### src/rtl/ctrl_hazard_tracker_pkg.sv
// Shared encodings for the hazard tracker.
//   FWD_*     : forwarding-select encoding used on every FWD_* output
//   TUSE_NONE : Tuse value meaning "operand not read" (never stalls)
package ctrl_hazard_tracker_pkg;

  localparam logic [1:0] FWD_GRF = 2'd0;  // register file / pipe register
  localparam logic [1:0] FWD_E   = 2'd1;  // E-stage result
  localparam logic [1:0] FWD_M   = 2'd2;  // M-stage result
  localparam logic [1:0] FWD_W   = 2'd3;  // W-stage write data

  localparam logic [1:0] TUSE_NONE = 2'd3;

endpackage

### src/rtl/ctrl_hazard_stage.sv
// One shadow pipeline slice: {rt, A3, Tnew}.
//   clk, reset : clock, async active-high reset (clears all fields)
//   clear      : load an all-zero bubble instead of the inputs
//   in_*       : fields from the previous stage
//   q_*        : registered fields
// With DEC set, Tnew is saturating-decremented on the way in. This models
// one cycle of progress through the pipe.
module ctrl_hazard_stage #(
  parameter int REG_W = 5,
  parameter int T_W   = 2,
  parameter bit DEC   = 1'b0
) (
  input  logic             clk,
  input  logic             reset,
  input  logic             clear,
  input  logic [REG_W-1:0] in_rt,
  input  logic [REG_W-1:0] in_a3,
  input  logic [T_W-1:0]   in_tnew,
  output logic [REG_W-1:0] q_rt,
  output logic [REG_W-1:0] q_a3,
  output logic [T_W-1:0]   q_tnew
);

  function automatic logic [T_W-1:0] sat_dec(input logic [T_W-1:0] x);
    return (x == '0) ? '0 : x - 1'b1;
  endfunction

  always_ff @(posedge clk or posedge reset) begin
    if (reset) begin
      q_rt   <= '0;
      q_a3   <= '0;
      q_tnew <= '0;
    end else if (clear) begin
      q_rt   <= '0;
      q_a3   <= '0;
      q_tnew <= '0;
    end else begin
      q_rt   <= in_rt;
      q_a3   <= in_a3;
      q_tnew <= DEC ? sat_dec(in_tnew) : in_tnew;
    end
  end

endmodule

### src/rtl/ctrl_hazard_tracker.sv
// Hazard tracker. It shadows the E/M/W pipeline and produces the stall signal
// and the forwarding selects.
//   clk, reset         : clock, async active-high reset
//   D_rs/D_rt          : source registers of the D instruction
//   D_Tuse_rs/rt       : cycles until D needs each source (3 = unused)
//   D_A3/D_Tnew        : destination and result latency of the D instruction
//   stall / E_clear    : freeze F/D and inject a bubble into D/E
//   FWD_D_rs/rt        : D-stage operand source
//   FWD_E_rs/rt        : E-stage ALU operand source
//   FWD_M_rt           : M-stage store-data source
//   stall_cnt          : saturating count of stalled cycles
module ctrl_hazard_tracker
  import ctrl_hazard_tracker_pkg::*;
#(
  parameter int REG_W = 5,
  parameter int T_W   = 2,
  parameter int CNT_W = 32
) (
  input  logic             clk,
  input  logic             reset,
  input  logic [REG_W-1:0] D_rs,
  input  logic [REG_W-1:0] D_rt,
  input  logic [T_W-1:0]   D_Tuse_rs,
  input  logic [T_W-1:0]   D_Tuse_rt,
  input  logic [REG_W-1:0] D_A3,
  input  logic [T_W-1:0]   D_Tnew,
  output logic             stall,
  output logic             E_clear,
  output logic [1:0]       FWD_D_rs,
  output logic [1:0]       FWD_D_rt,
  output logic [1:0]       FWD_E_rs,
  output logic [1:0]       FWD_E_rt,
  output logic [1:0]       FWD_M_rt,
  output logic [CNT_W-1:0] stall_cnt
);

  logic [REG_W-1:0] e_rs, e_rt, e_a3, m_rt, m_a3, w_a3;
  logic [T_W-1:0]   e_tnew, m_tnew;

  // E.rs is only needed in E, so it sits outside the shared slice.
  always_ff @(posedge clk or posedge reset) begin
    if (reset)      e_rs <= '0;
    else if (stall) e_rs <= '0;
    else            e_rs <= D_rs;
  end

  ctrl_hazard_stage #(.REG_W(REG_W), .T_W(T_W), .DEC(1'b0)) u_e (
    .clk(clk), .reset(reset), .clear(stall),
    .in_rt(D_rt), .in_a3(D_A3), .in_tnew(D_Tnew),
    .q_rt(e_rt), .q_a3(e_a3), .q_tnew(e_tnew)
  );

  ctrl_hazard_stage #(.REG_W(REG_W), .T_W(T_W), .DEC(1'b1)) u_m (
    .clk(clk), .reset(reset), .clear(1'b0),
    .in_rt(e_rt), .in_a3(e_a3), .in_tnew(e_tnew),
    .q_rt(m_rt), .q_a3(m_a3), .q_tnew(m_tnew)
  );

  always_ff @(posedge clk or posedge reset) begin
    if (reset) w_a3 <= '0;
    else       w_a3 <= m_a3;
  end

  // $0 is never a hazard. A3 == 0 therefore never matches.
  function automatic logic hit(input logic [REG_W-1:0] src,
                               input logic [REG_W-1:0] a3);
    return (src != '0) && (a3 == src);
  endfunction

  // The nearer producer owns the register. A match in E hides any match
  // in M, and this holds for both the stall and the forwarding decision.
  function automatic logic stall_src(input logic [REG_W-1:0] src,
                                     input logic [T_W-1:0]   tuse);
    if (hit(src, e_a3))      return tuse < e_tnew;
    else if (hit(src, m_a3)) return tuse < m_tnew;
    else                     return 1'b0;
  endfunction

  function automatic logic [1:0] fwd_d(input logic [REG_W-1:0] src);
    if (hit(src, e_a3))      return (e_tnew == '0) ? FWD_E : FWD_GRF;
    else if (hit(src, m_a3)) return (m_tnew == '0) ? FWD_M : FWD_GRF;
    else if (hit(src, w_a3)) return FWD_W;
    else                     return FWD_GRF;
  endfunction

  function automatic logic [1:0] fwd_e(input logic [REG_W-1:0] src);
    if (hit(src, m_a3))      return (m_tnew == '0) ? FWD_M : FWD_GRF;
    else if (hit(src, w_a3)) return FWD_W;
    else                     return FWD_GRF;
  endfunction

  always_comb begin
    stall    = stall_src(D_rs, D_Tuse_rs) | stall_src(D_rt, D_Tuse_rt);
    E_clear  = stall;
    FWD_D_rs = fwd_d(D_rs);
    FWD_D_rt = fwd_d(D_rt);
    FWD_E_rs = fwd_e(e_rs);
    FWD_E_rt = fwd_e(e_rt);
    FWD_M_rt = hit(m_rt, w_a3) ? FWD_W : FWD_GRF;
  end

  always_ff @(posedge clk or posedge reset) begin
    if (reset)                           stall_cnt <= '0;
    else if (stall && stall_cnt != '1)   stall_cnt <= stall_cnt + 1'b1;
  end

endmodule

### config.mk
export PLATFORM = sky130hd
export DESIGN_NAME = ctrl_hazard_tracker
export DESIGN_NICKNAME = d
export VERILOG_FILES = /design/src/rtl/ctrl_hazard_tracker_pkg.sv /design/src/rtl/ctrl_hazard_stage.sv /design/src/rtl/ctrl_hazard_tracker.sv
export SDC_FILE = /design/constraint.sdc
export NUM_CORES = 1
export LEC_CHECK = 0
export BUFFER_PORTS_ARGS = -buffer_cell sky130_fd_sc_hd__buf_2
export CAP_MARGIN = 20
export CORE_UTILIZATION = 60
export CTS_CLUSTER_SIZE = 12
export DETAILED_ROUTE_END_ITERATION = 8
export GPL_TIMING_DRIVEN = 0
export PLACE_DENSITY = 0.85
export SLEW_MARGIN = 10
export SYNTH_ARGS = -nofsm -noshare
export SYNTH_HDL_FRONTEND = slang
export SYNTH_SLANG_ARGS = --single-unit
### constraint.sdc
create_clock -name clk -period 6.3 [get_ports clk]
set_input_delay 0 -clock clk [delete_from_list [all_inputs] [get_ports clk]]
set_output_delay 0 -clock clk [all_outputs]
set_load 0.01 [all_outputs]
==> summary.md <==
| Metric | Value |
|---|---|
| Status | `completed` |
| Switching share of power | `29.0%` |
| Proportion of power drawn by the clock network | `29.7%` |
| Net count, final | `480` |
| Met3 wirelength from detailed routing | `277 µm` |
| Total number of H-tree levels | `3` |
| Capturing element type of the critical path | `primary output` |
| Cell area after layout | `4310 µm²` |
| Vias per std cell | `5.52` |
| Tightest slew margin relative to the limit | `46.5%` |
| Number of rows created at floorplan | `27` |
| Core area | `5610 µm²` |
| Arrival time of data at the critical path endpoint | `2.64 ns` |
| Number of placed I/O pins | `67` |
| Synthesized instance count | `357` |
| Maximum VDD drop | `0.194 mV` |
| Average cell area after synthesis | `9.97 µm²` |
| Post-detailed-route wirelength per cell | `14.9 µm` |
| RePlAce Congestion | `0.890` |
| Tightest Pin Transition | `0.802 ns` |
| Met2 layer wire length in the routed design | `3.96 mm` |
| DRC marker count from the first detailed-route iteration | `149` |
| Area after detailed placement | `3980 µm²` |
| Final routed DRC violation total | `0` |
| Count of port buffers added during placement | `66` |
| Internal cell power | `0.691 mW` |
| Unrepaired setup endpoints after global routing | `false` |
| Total of endpoints with negative setup slack in the final report | `0` |
| First-pass GRT wire length | `13.1 mm` |
| Combined global-route utilization of all metal layers | `27.7%` |
| Total number of yosys warnings | `0` |
| Hold Violations, Final | `0` |
| Number of global-route vias before repair | `2,882` |
| Clock sink count | `66` |
| Final critical-path required period | `2.64 ns` |
| Length of the first detailed-routing pass in iterations | `4` |
| Antenna cell count | `0` |
| Die extent in y | `79.0 µm` |
| Slew Viols, Final | `0` |
| Max FO, Critical Path | `10` |
| Horizontal die dimension | `79.0 µm` |
| Fraction of the yosys area taken by sequential cells | `46.4%` |
| Final Util | `76.8%` |
| Initial antenna violation count | `0` |
| Largest net degree at the start of global routing | `67` |
| Power density normalized to cell area | `226 nW/µm²` |
| Clk_skew | `0.00712 ns` |
| Part of the power in combinational logic | `19.5%` |
| Post-CTS setup buffer count | `0` |
| Final global-route overflow total | `0` |
| Sum of negative setup slack | `0 ns` |
| Met1 Routed Length | `3.38 mm` |
| Number of distinct library cell variants in the gate-level netlist after synthesis | `35` |
| Number of nets still failing antenna checks after routing | `0` |
| Die ar. | `6240 µm²` |
| Worst Slack Setup Final | `3.66 ns` |
| Synthesized net count | `385` |
| Sequential group share of total power | `50.8%` |
| Via total after detailed routing | `2,899` |
| Clock tree from TritonCTS | `built` |
| Hold-fix buffers at CTS | `18` |
| Clock Pin Slew Worst Setup and Hold Paths | `0.07 ns` |
| Category of the worst setup path launch point | `register` |
| Leakage power of the design | `2.02 nW` |
| Post-Synthesis Cell Area | `3560 µm²` |
| Post-route clock period utilization | `42.0%` |
| Buffer type at the clock tree root | `clkbuf_8` |
| Kind of critical path | `register to primary output` |
| Data required time of the worst path | `6.30 ns` |
| Hold Path Class | `input pin to async pin` |
| Switch Pwr | `0.282 mW` |
| Starting density of the core | `63.5%` |
| Placed wire-length estimate after detailed placement | `5.50 mm` |
| Worst slack at placement | `3.80 ns` |
| Maximum frequency from static timing analysis | `378 MHz` |
| Count of max-cap constraint violations | `0` |
| Final wirelength | `7.81 mm` |
| Buffer depth of the longest clock path | `2` |
| Total of cells resized after clock tree synthesis | `0` |
| Flip-flop and latch count after synthesis | `66` |
| Share of cells above drive strength 1 | `21.9%` |
| Number of buffers created by CTS | `9` |
| Highest routed metal layer | `met4` |
| Clock latency on the worst-skew pair | `0.34 ns` |
| Area delta synth->final | `21.1%` |
## worst max-delay path, cell delays in order, from the launching register on
cell	delay, ns
dfrtp_1	0.34
clkbuf_1	0.28
xnor2_1	0.12
nand3_1	0.14
nand4b_1	0.16
o22ai_1	0.11
nor3_2	0.40
clkbuf_1	0.40
inv_1	0.10
buf_4	0.14
buf_2	0.13
## final timing paths
kind	from	to	slack, ns	cells past startpoint
worst max-delay path	u_m.q_a3[4]$_DFF_PP0_	stall	3.66	10
worst min-delay path	reset	stall_cnt[7]$_DFFE_PP0P_	0.37	3
worst max register to register	stall_cnt[0]$_DFFE_PP0P_	stall_cnt[1]$_DFFE_PP0P_	3.80	8
worst min register to register	u_m.q_a3[2]$_DFF_PP0_	w_a3[2]$_DFF_PP0_	0.37	0
max in group asynchronous	reset	stall_cnt[31]$_DFFE_PP0P_	5.38	3
min in group clk	u_m.q_a3[2]$_DFF_PP0_	w_a3[2]$_DFF_PP0_	0.37	0
## Yosys cell counts
library cell / n / share of area [%]
dfrtp_1: 66 / 46
xnor2_1: 42 / 10
xor2_1: 41 / 10
nor2_1: 29 / 3.1
nor3_1: 28 / 3.9
and2_1: 20 / 3.5
nand2_1: 18 / 1.9
nand3_1: 16 / 2.2
nand4_1: 11 / 1.9
nor4_1: 11 / 1.9
clkbuf_1: 10 / 1.1
inv_1: 10 / 1.1
a21oi_1: 7 / 0.98
or2_2: 6 / 1.1
ha_1: 5 / 1.8
nand2b_1: 5 / 0.88
mux2_2: 4 / 1.3
nor4b_1: 4 / 0.98
buf_4: 3 / 0.63
o22ai_1: 3 / 0.53
buf_2: 2 / 0.28
nand4b_1: 2 / 0.49
o2111a_1: 2 / 0.63
buf_1: 1 / 0.11
buf_6: 1 / 0.32
mux2_1: 1 / 0.32
nand4_2: 1 / 0.35
nor2b_2: 1 / 0.25
nor3_2: 1 / 0.28
nor3b_1: 1 / 0.21
o21ai_0: 1 / 0.14
o32ai_1: 1 / 0.25
or3_4: 1 / 0.32
or4_1: 1 / 0.21
or4_4: 1 / 0.32
## power by group through the flow
stage               sequential [mW]  combinational, mW  clock [mW]
finish                        0.495              0.190       0.289
global route                  0.500              0.210       0.309
floorplan                     0.501              0.120           0
global placement              0.500              0.175           0
CTS                           0.495              0.191       0.296
detailed placement            0.503              0.181           0
## metal layers
metal  GRT usage, %  vias to the layer above
li1               -                     1394
met1           33.5                     1418
met2           47.1                       67
met3           6.67                       20
met4           11.8                        0
met5              0                        -
## flip-flops by register name (all words and copies together), names as in the netlist
register    flops
u_e.q_a3        5
w_a3            5
u_e.q_rt        5
e_rs            5
u_e.q_tnew      2
u_m.q_a3        5
stall_cnt      32
u_m.q_tnew      2
u_m.q_rt        5
## cell usage in the layout (no fill, tap or decap), types with 2 or more instances in the layout
master | Yosys | final
o2111a_1 | 2 | 2
buf_2 | 2 | 68
nand3_1 | 16 | 16
nand2b_1 | 5 | 5
or2_2 | 6 | 6
nand2_1 | 18 | 18
mux2_2 | 4 | 4
inv_1 | 10 | 9
nor4b_1 | 4 | 4
a21oi_1 | 7 | 7
and2_1 | 20 | 20
nor4_1 | 11 | 11
clkbuf_1 | 10 | 11
nand4_1 | 11 | 11
dlygate4sd3_1 | 0 | 18
o22ai_1 | 3 | 3
ha_1 | 5 | 5
clkbuf_8 | 0 | 10
dfrtp_1 | 66 | 66
nand4b_1 | 2 | 2
xor2_1 | 41 | 41
buf_4 | 3 | 3
nor3_1 | 28 | 28
nor2_1 | 29 | 29
xnor2_1 | 42 | 42
## cell type report
| cell class | count | area (µm²) |
|---|---|---|
| Timing Repair Buffer | 84 | 510 |
| Fill cell | 417 | 1300 |
| Buffer | 17 | 85.1 |
| Tap cell | 72 | 90.1 |
| Multi-Input combinational cell | 264 | 1790 |
| Clock buffer | 11 | 141 |
| Inverter | 10 | 40.0 |
| Clock inverter | 1 | 5.00 |
| Sequential cell | 66 | 1650 |
## logic make-up after synthesis
kind of cell / after synthesis / synth area share (%)
muxes: 5 / 1.58
buffers and inverters: 27 / 3.44
and+or+nand+nor: 157 / 23.9
xor gates and xnor gates: 83 / 20.4
adders and majority gates: 5 / 1.76
DFF: 66 / 46.4
AOI/OAI and AO/OA: 14 / 2.53
## through the flow
stage	total power, mW	hold slack [ns]	std cells
CTS	0.982	0.372	525
global placement	0.676	0.208	495
global route	1.02	0.379	525
finish	0.973	0.371	525
detailed placement	0.684	0.208	495
floorplan	0.621	0.129	357
(Power assumes the default switching activity.)
